File: src/rtl/mux_scan_sequencer_pkg.sv
// mux_scan_pkg
//   Shared types and constants for the mux scan sequencer.
//   - state_t           : sequencer FSM state (IDLE, SETTLE, DONE)
//   - NUM_CH, SEL_W     : channel count and select width of the 4:1 selector
//   - LAST_CH           : highest channel index
//   - has_enabled_from  : any channel >= from enabled in a mask
//   - first_enabled_from: lowest enabled channel index >= from
package mux_scan_pkg;

  typedef enum logic [1:0] {
    IDLE   = 2'd0,
    SETTLE = 2'd1,
    DONE   = 2'd2
  } state_t;

  localparam int NUM_CH = 4;
  localparam int SEL_W  = 2;
  localparam logic [SEL_W-1:0] LAST_CH = SEL_W'(NUM_CH - 1);

  function automatic logic has_enabled_from(input logic [NUM_CH-1:0] mask, input int from);
    logic found;
    found = 1'b0;
    for (int k = 0; k < NUM_CH; k++) begin
      if (k >= from && mask[k]) found = 1'b1;
    end
    return found;
  endfunction

  // Scanning downwards leaves the lowest qualifying index as the result.
  function automatic logic [SEL_W-1:0] first_enabled_from(input logic [NUM_CH-1:0] mask, input int from);
    logic [SEL_W-1:0] res;
    res = '0;
    for (int k = NUM_CH - 1; k >= 0; k--) begin
      if (k >= from && mask[k]) res = SEL_W'(k);
    end
    return res;
  endfunction

endpackage

File: src/rtl/mux_scan_sequencer_dwell_counter.sv
// dwell_counter
//   Counts settle cycles on the current channel and flags the edge on which
//   the count has reached the programmed limit.
//   Ports:
//     i_clk    : clock, rising edge
//     i_rst_n  : asynchronous active-low reset
//     i_clr    : synchronous clear to 0 (takes priority over i_en)
//     i_en     : count enable; the count self-clears on a hit
//     i_limit  : dwell limit, compared against the current count
//     o_hit    : count equals limit (the capture edge when enabled)
module dwell_counter #(
  parameter int DWELL_W = 4
) (
  input  logic               i_clk,
  input  logic               i_rst_n,
  input  logic               i_clr,
  input  logic               i_en,
  input  logic [DWELL_W-1:0] i_limit,
  output logic               o_hit
);

  logic [DWELL_W-1:0] cnt_q, cnt_d;

  assign o_hit = (cnt_q == i_limit);

  // Resetting on the hit means the count never exceeds the limit, so it
  // cannot wrap even with the limit at its maximum value.
  always_comb begin
    cnt_d = cnt_q;
    if (i_clr) begin
      cnt_d = '0;
    end else if (i_en) begin
      if (o_hit) cnt_d = '0;
      else       cnt_d = cnt_q + DWELL_W'(1);
    end
  end

  always_ff @(posedge i_clk or negedge i_rst_n) begin
    if (!i_rst_n) cnt_q <= '0;
    else          cnt_q <= cnt_d;
  end

endmodule

File: src/rtl/mux_scan_sequencer.sv
// mux_scan_sequencer
//   Drives the select of a 4:1 data selector, waits a programmable settle
//   time on each channel, and captures the selected word into a per-channel
//   register. One i_start runs one full scan; o_done pulses when complete.
//   Optional feature macro: MUX_SCAN_MASK_EN (adds i_mask channel enables).
//   Ports:
//     i_clk, i_rst_n : clock (rising edge), asynchronous active-low reset
//     i_start        : scan request, sampled only in IDLE
//     i_dwell        : extra settle cycles per channel, sampled with i_start
//     i_mask         : (MUX_SCAN_MASK_EN only) channel enables, sampled with i_start
//     i_mux_dato     : selected word from the selector
//     o_sel          : channel select to the selector
//     o_dato_0..3    : captured word per channel
//     o_valido       : bit k set when channel k was captured in this scan
//     o_busy         : high while settling/capturing
//     o_done         : one-cycle completion pulse
module mux_scan_sequencer
  import mux_scan_pkg::*;
#(
  parameter int n       = 4,
  parameter int DWELL_W = 4
) (
  input  logic               i_clk,
  input  logic               i_rst_n,
  input  logic               i_start,
  input  logic [DWELL_W-1:0] i_dwell,
`ifdef MUX_SCAN_MASK_EN
  input  logic [NUM_CH-1:0]  i_mask,
`endif
  input  logic [n-1:0]       i_mux_dato,
  output logic [SEL_W-1:0]   o_sel,
  output logic [n-1:0]       o_dato_0,
  output logic [n-1:0]       o_dato_1,
  output logic [n-1:0]       o_dato_2,
  output logic [n-1:0]       o_dato_3,
  output logic [NUM_CH-1:0]  o_valido,
  output logic               o_busy,
  output logic               o_done
);

  state_t             state_q, state_d;
  logic [SEL_W-1:0]   sel_q, sel_d;
  logic [DWELL_W-1:0] dwell_q, dwell_d;
  logic [NUM_CH-1:0]  valido_q, valido_d;
  logic [n-1:0]       dato_q [NUM_CH];
  logic [n-1:0]       dato_d [NUM_CH];
  logic               cnt_clr, cnt_en, cnt_hit;

  // mask_in is the live enable set seen in IDLE; mask_q is the set frozen
  // for the running scan. Without the mask feature every channel is enabled.
  logic [NUM_CH-1:0]  mask_in, mask_q;

`ifdef MUX_SCAN_MASK_EN
  logic [NUM_CH-1:0]  mask_d;

  assign mask_in = i_mask;

  always_comb begin
    mask_d = mask_q;
    if (state_q == IDLE && i_start) mask_d = i_mask;
  end

  always_ff @(posedge i_clk or negedge i_rst_n) begin
    if (!i_rst_n) mask_q <= '0;
    else          mask_q <= mask_d;
  end
`else
  assign mask_in = '1;
  assign mask_q  = '1;
`endif

  dwell_counter #(.DWELL_W(DWELL_W)) u_dwell_counter (
    .i_clk   (i_clk),
    .i_rst_n (i_rst_n),
    .i_clr   (cnt_clr),
    .i_en    (cnt_en),
    .i_limit (dwell_q),
    .o_hit   (cnt_hit)
  );

  // Next-state and datapath. A scan starts at the lowest enabled channel;
  // each capture either advances to the next enabled channel or, on the last
  // one, finishes the scan. With no channel enabled the scan goes straight
  // to DONE.
  always_comb begin
    state_d  = state_q;
    sel_d    = sel_q;
    dwell_d  = dwell_q;
    valido_d = valido_q;
    dato_d   = dato_q;
    cnt_clr  = 1'b0;
    cnt_en   = 1'b0;
    unique case (state_q)
      IDLE: begin
        sel_d = '0;
        if (i_start) begin
          dwell_d  = i_dwell;
          valido_d = '0;
          cnt_clr  = 1'b1;
          if (has_enabled_from(mask_in, 0)) begin
            sel_d   = first_enabled_from(mask_in, 0);
            state_d = SETTLE;
          end else begin
            state_d = DONE;
          end
        end
      end
      SETTLE: begin
        cnt_en = 1'b1;
        if (cnt_hit) begin
          dato_d[sel_q]   = i_mux_dato;
          valido_d[sel_q] = 1'b1;
          if (has_enabled_from(mask_q, int'(sel_q) + 1)) begin
            sel_d = first_enabled_from(mask_q, int'(sel_q) + 1);
          end else begin
            state_d = DONE;
          end
        end
      end
      DONE: begin
        sel_d   = '0;
        state_d = IDLE;
      end
      default: begin
        sel_d   = '0;
        state_d = IDLE;
      end
    endcase
  end

  always_ff @(posedge i_clk or negedge i_rst_n) begin
    if (!i_rst_n) begin
      state_q  <= IDLE;
      sel_q    <= '0;
      dwell_q  <= '0;
      valido_q <= '0;
      for (int k = 0; k < NUM_CH; k++) dato_q[k] <= '0;
    end else begin
      state_q  <= state_d;
      sel_q    <= sel_d;
      dwell_q  <= dwell_d;
      valido_q <= valido_d;
      dato_q   <= dato_d;
    end
  end

  assign o_sel    = sel_q;
  assign o_valido = valido_q;
  assign o_dato_0 = dato_q[0];
  assign o_dato_1 = dato_q[1];
  assign o_dato_2 = dato_q[2];
  assign o_dato_3 = dato_q[3];
  assign o_busy   = (state_q == SETTLE);
  assign o_done   = (state_q == DONE);

  // A reset mid-scan simply returns everything to IDLE; nothing to resume.

endmodule

File: config.mk
export PLATFORM = sky130hd
export DESIGN_NAME = mux_scan_sequencer
export DESIGN_NICKNAME = d
export VERILOG_FILES = /design/src/rtl/mux_scan_sequencer_pkg.sv /design/src/rtl/mux_scan_sequencer_dwell_counter.sv /design/src/rtl/mux_scan_sequencer.sv
export SDC_FILE = /design/constraint.sdc
export NUM_CORES = 1
export LEC_CHECK = 0
export CORE_MARGIN = 3
export CORE_UTILIZATION = 39
export DETAILED_ROUTE_END_ITERATION = 16
export SYNTH_ARGS = -nofsm -noshare
export SYNTH_HDL_FRONTEND = slang
export SYNTH_SLANG_ARGS = --single-unit
File: constraint.sdc
create_clock -name i_clk -period 3.87 [get_ports i_clk]
set_input_delay 0.5805 -clock i_clk [delete_from_list [all_inputs] [get_ports i_clk]]
set_output_delay 0.5805 -clock i_clk [all_outputs]
set_load 0.005 [all_outputs]
==> results of run 1 <==
layout make-up:
cell class	count	area share, %
flip-flops and latches	32	40.7
clock buffers	6	3.69
multi-input cells	73	32.5
inverters	4	0.763
repair buffers	35	17.7
clock inverters	2	1.78
well taps	46	2.92
cells by family (layout without fill, tap and decap cells):
group	after synthesis	count (layout)
and+or+nand+nor	30	30
muxes	17	17
xor gates and xnor gates	4	4
DFF	32	32
AOI/OAI and AO/OA	16	16
adders and majority gates	6	6
buffers and inverters	11	47
stage by stage:
| stage | area, µm² | worst slack [ns] | std cells | power, µW |
|---|---|---|---|---|
| after floorplan | 1500 | 2.26 | 116 | 960 |
| after global placement | 1860 | 1.63 | 190 | 1220 |
| after detailed placement | 1860 | 1.58 | 190 | 1240 |
| after CTS | 1970 | 1.26 | 198 | 1550 |
| after global routing | 1970 | 1.11 | 198 | 1640 |
| final | 1970 | 1.25 | 198 | 1530 |
sequential cells by signal, summed over array words and instances (netlist names):
name	cells
dwell_q	4
o_dato_0	4
o_dato_1	4
o_dato_2	4
o_dato_3	4
o_valido	4
u_dwell_counter.cnt_q	4
o_sel	2
state_q	2
worst paths after layout:
kind | from | endpoint | slack (ns) | depth (start not counted)
worst max-delay path | state_q[0] | o_busy | 1.25 | 2
worst min-delay path | o_valido[2] | o_valido[2] | 0.50 | 1
worst max register to register | u_dwell_counter.cnt_q[0] | o_dato_3[2] | 1.68 | 4
worst min register to register | o_valido[2] | o_valido[2] | 0.50 | 1
max in group asynchronous | i_rst_n | o_valido[1] | 2.87 | 2
min in group asynchronous | i_rst_n | o_dato_3[2] | 0.70 | 2
placed cells by master (no fill, tap or decap), types with 2 or more instances in the layout:
cell type	instances
clkdlybuf4s50_1	34
dfrtp_1	32
mux2_4	16
nand2_1	15
and3_1	6
ha_1	6
clkbuf_8	5
inv_1	4
xor2_1	4
o21a_1	4
nor2_1	3
a211oi_1	3
nor2b_1	2
a41o_1	2
o21ai_0	2
per-layer routing:
metal | up-vias | global-route usage [%]
li1 | 467 | -
met1 | 473 | 20.5
met2 | 21 | 22.7
met3 | 5 | 4.11
met4 | 0 | 5.96
met5 | - | 0
synthesized netlist by cell type:
cell type	number
dfrtp_1	32
mux2_4	16
nand2_1	15
and3_1	6
ha_1	6
buf_4	5
inv_1	4
o21a_1	4
xor2_1	4
a211oi_1	3
nor2_1	3
a41o_1	2
nor2b_1	2
o21ai_0	2
a22o_1	1
a31oi_1	1
buf_2	1
clkbuf_1	1
mux2i_1	1
nand3_1	1
nor3b_1	1
nor4_4	1
o21bai_1	1
o22ai_1	1
o31ai_1	1
or3b_2	1
where the power goes:
part           internal [µW]  leakage, µW  switching, µW
sequential               476     0.000401            108
clock                    191    0.0000552            117
combinational            396     0.000467            240
total                   1060     0.000923            465
==> flow_metrics.tcl, run 1 <==
set metrics [dict create \
    track_usage_pct 15.1 \
    p_per_area_mw_per_mm2 777 \
    firstDrtPassIters 4 \
    path_max_fanout 14 \
    dieWidth_um 68.0 \
    multiInputGateArea_um2 639 \
    vdd_drop_max_mv 0.359 \
    drt_iter0_drc 61 \
    regArea_um2 801 \
    wl_per_cell_um 14.8 \
    drt-met1-wl_um 1340 \
    worstPathRequired_ns 3.29 \
    finalCriticalPeriod_ns 2.62 \
    p_leak_uw 0.000923 \
    num_io_pins 35 \
    insertion_delay_ns 0.27 \
    path_cells "nor2b_1 -> clkdlybuf4s50_1" \
    cts_resized 0 \
    root_buffer "clkbuf_8" \
    synth_warnings 0 \
    crit_type "reg -> out" \
    grt_max_degree 33 \
    start_util_pct 42.6 \
    synth_area_per_cell_um2 12.9 \
    cts.sinks 32 \
    grt_pass1_wl_um 5110 \
    start_kind "flip-flop" \
    status "finished, final reports clean" \
    gp_congestion 0.742 \
    die_area_mm2 0.00463 \
    hold_buffers 0 \
    synth_area_leaders "dfrtp_1 53%, mux2_4 16%, ha_1 5.0%" \
    met3_length_um 118 \
    cpMaxStageDelayCell "nor2b_1" \
    arrival_ns 2.04 \
    htreeDepth 2 \
    drc_errors 0 \
    clk_pin_slew_ns 0.07 \
    postRouteWirelength_um 2940 \
    period_share_pct 67.8 \
    drv_cap 0 \
    final_nets 168 \
    core_mm2 0.00352 \
    diodes 0 \
    portBuffers 34 \
    synth_top_family_by_area "multiplexers" \
    post_cts_buffers 0 \
    cp-end-kind "output port" \
    fmax_mhz 381 \
    die_h_um 68.0 \
    netlist_area_mm2 0.00150 \
    cp.buffers_inverters 1 \
    area_delta_synth_final_pct 31.1 \
    max_stage_delay_ns 0.68 \
    hpwl_um 2160 \
    yosys.area_share.simple_pct 10.7 \
    grt_pass1_vias 1019 \
    antenna_found_initial 0 \
    cts_buffers 5 \
    synthXorXnorAreaFrac_pct 2.33 \
    vias 966 \
    tightest_slew_ns 0.810 \
    cts_tree "built" \
    hold_class "reg -> reg" \
    ant_nets 0 \
    vias_per_cell 4.88 \
    synth_compound_area_share_pct 7.92 \
    clock_path_buffers 2 \
    rsz0062_at_grt "no" \
    ys_seq_elements 32 \
    fin_tns_setup_ns 0 \
    slew_viol_final 0 \
    syn-num-nets 133 \
    fin_util_pct 55.9 \
    met2_length_um 1430 \
    final_hold_viol_count 0 \
    synth.top_cell.area_share_pct 53.3 \
    ys_seq_area_share_pct 53.3 \
    slew_headroom_pct 45.9 \
    setup_viol 0 \
    synthAdderAreaFrac_pct 5.00 \
    synth_mux_area_share_pct 16.7 \
    drive_gt1_share_pct 17.1 \
    synth_top_cell_by_area "dfrtp_1" \
    ys_types 26 \
    num-fill-cells 305 \
    finalClockSkew_ns 0.00581 \
    top_layer_used "met4" \
    synthCells 116 \
    grt_overflow 0 \
    rows 21 \
    holdWs_ns 0.500 \
    cpLargestDelayFamily "simple AND/OR/NAND/NOR gates" \
]
Power figures use the tool's default switching activity.
==> inputs of run 2 (changes only) <==
--- a/config.mk
+++ b/config.mk
@@ -8,6 +8,7 @@
 export CORE_MARGIN = 3
 export CORE_UTILIZATION = 39
 export DETAILED_ROUTE_END_ITERATION = 16
+export PLACE_DENSITY = 0.67
 export SYNTH_ARGS = -nofsm -noshare
 export SYNTH_HDL_FRONTEND = slang
 export SYNTH_SLANG_ARGS = --single-unit
==> constraint.sdc (replaced) <==
create_clock -name i_clk -period 2.4 [get_ports i_clk]
set_input_delay 0.36 -clock i_clk [delete_from_list [all_inputs] [get_ports i_clk]]
set_output_delay 0.36 -clock i_clk [all_outputs]
set_load 0.005 [all_outputs]
==> run 2 against run 1 <==
Clock skew down 0.0040 ns. Critical path depth grew 1. Power up 67%. First-iteration DRC count fell by 34%. Flip-flop and latch count did not move. Core utilization is 1.2 points higher. Die area did not move. Sequential power increased by 62%. Largest cell class unchanged. Highest routed layer unchanged.
==> flow_metrics.tcl, run 2 (synthesized netlist as in run 1, its figures left out) <==
set metrics [dict create \
    drv_cap 0 \
    cts_buffers 5 \
    ant_nets 0 \
    clock_path_buffers 2 \
    gp_congestion 0.717 \
    insertion_delay_ns 0.28 \
    htreeDepth 2 \
    drc_errors 0 \
    diodes 0 \
    die_area_mm2 0.00463 \
    num_io_pins 35 \
    fin_ws_ns 0.479 \
    finalPower_uw 2550 \
    firstDrtPassIters 4 \
    clk_pin_slew_ns 0.06 \
    rows 21 \
    cp-end-kind "output port" \
    layout_commonest_cell "clkdlybuf4s50_1" \
    grt_max_degree 33 \
    holdWs_ns 0.486 \
    grt_overflow 0 \
    wl_per_cell_um 14.5 \
    status "finished, final reports clean" \
    final_nets 171 \
    cts_tree "built" \
    final_hold_viol_count 0 \
    slew_headroom_pct 63.6 \
    cts_resized 0 \
    track_usage_pct 14.7 \
    period_share_pct 80.0 \
    layout_common_cells "34 x clkdlybuf4s50_1, 32 x dfrtp_1, 16 x mux2_4" \
    dieWidth_um 68.0 \
    rsz0062_at_grt "no" \
    fin_tns_setup_ns 0 \
    hpwl_um 2180 \
    die_h_um 68.0 \
    hold_class "in -> async" \
    postRouteWirelength_um 2910 \
    crit_type "reg -> out" \
    arrival_ns 1.56 \
    setup_viol 0 \
    finalCriticalPeriod_ns 1.92 \
    post_cts_buffers 0 \
    grt_pass1_wl_um 4830 \
    root_buffer "clkbuf_8" \
    area_delta_synth_final_pct 33.8 \
    vdd_drop_max_mv 0.523 \
    hold_buffers 0 \
    tightest_slew_ns 0.544 \
    drt_iter0_drc 40 \
    slew_viol_final 0 \
    p_per_area_mw_per_mm2 1270 \
    core_mm2 0.00352 \
    preCtsSetupSlack_ns 0.570 \
    fmax_mhz 521 \
    start_kind "flip-flop" \
    grt_pass1_vias 1000 \
    start_util_pct 42.6 \
    p_leak_uw 0.000946 \
    path_max_fanout 7 \
    finalClockSkew_ns 0.00184 \
    vias_per_cell 4.82 \
    cts.sinks 32 \
    antenna_found_initial 0 \
    vias 968 \
    drive_gt1_share_pct 19.4 \
    r2r_cells 4 \
    worstPathRequired_ns 2.04 \
    portBuffers 34 \
]
-- run 2: cell count changes in the layout (fill, tap and decap cells not counted) --
cell and change:
buf_4 +3, clkbuf_8 +2, clkinv_2 -1, clkbuf_1 -1
-- run 2: stage by stage --
step                      util, %  instances  instance area [µm²]
final                        57.1        201                 2010
after global routing         57.1        201                 2010
after CTS                    57.1        201                 2010
after detailed placement     53.5        193                 1880
after global placement       53.5        193                 1880
after floorplan                 -        116                 1500
-- run 2: worst max-delay path, stage by stage (launching register included) --
cell,delay [ns]
dfrtp_1,0.43
nor2b_1,0.20
buf_4,0.16
clkdlybuf4s50_1,0.50
-- run 2: layout make-up --
class | count | area [µm²]
clock inverter | 1 | 30.0
tap | 46 | 57.6
fill | 304 | 1510
clock buffer | 7 | 96.3
sequential | 32 | 801
inverter | 4 | 15.0
multi-input combinational | 73 | 639
timing repair buffer | 38 | 370
-- run 2: report_power, final --
part	internal [µW]	total [µW]	switching (µW)
Combinational	663	1050	385
Sequential	768	946	178
Clock	366	554	189
-- run 2: worst paths after layout --
path                                          start                  endpoint  slack, ns
max                                      state_q[0]                    o_busy       0.48
min                                         i_rst_n               o_dato_3[1]       0.49
max reg2reg                u_dwell_counter.cnt_q[1]               o_dato_0[0]       0.57
min reg2reg                             o_valido[2]               o_valido[2]       0.50
max in group asynchronous                   i_rst_n  u_dwell_counter.cnt_q[3]       1.63
min in group i_clk                      o_valido[2]               o_valido[2]       0.50
-- run 2: per-layer routing --
metal	track usage [%]	vias to the layer above	wire length (µm)
li1	-	474	-
met1	18.6	457	1330
met2	22.7	31	1350
met3	5.09	6	188
met4	5.96	0	48
met5	0	-	0
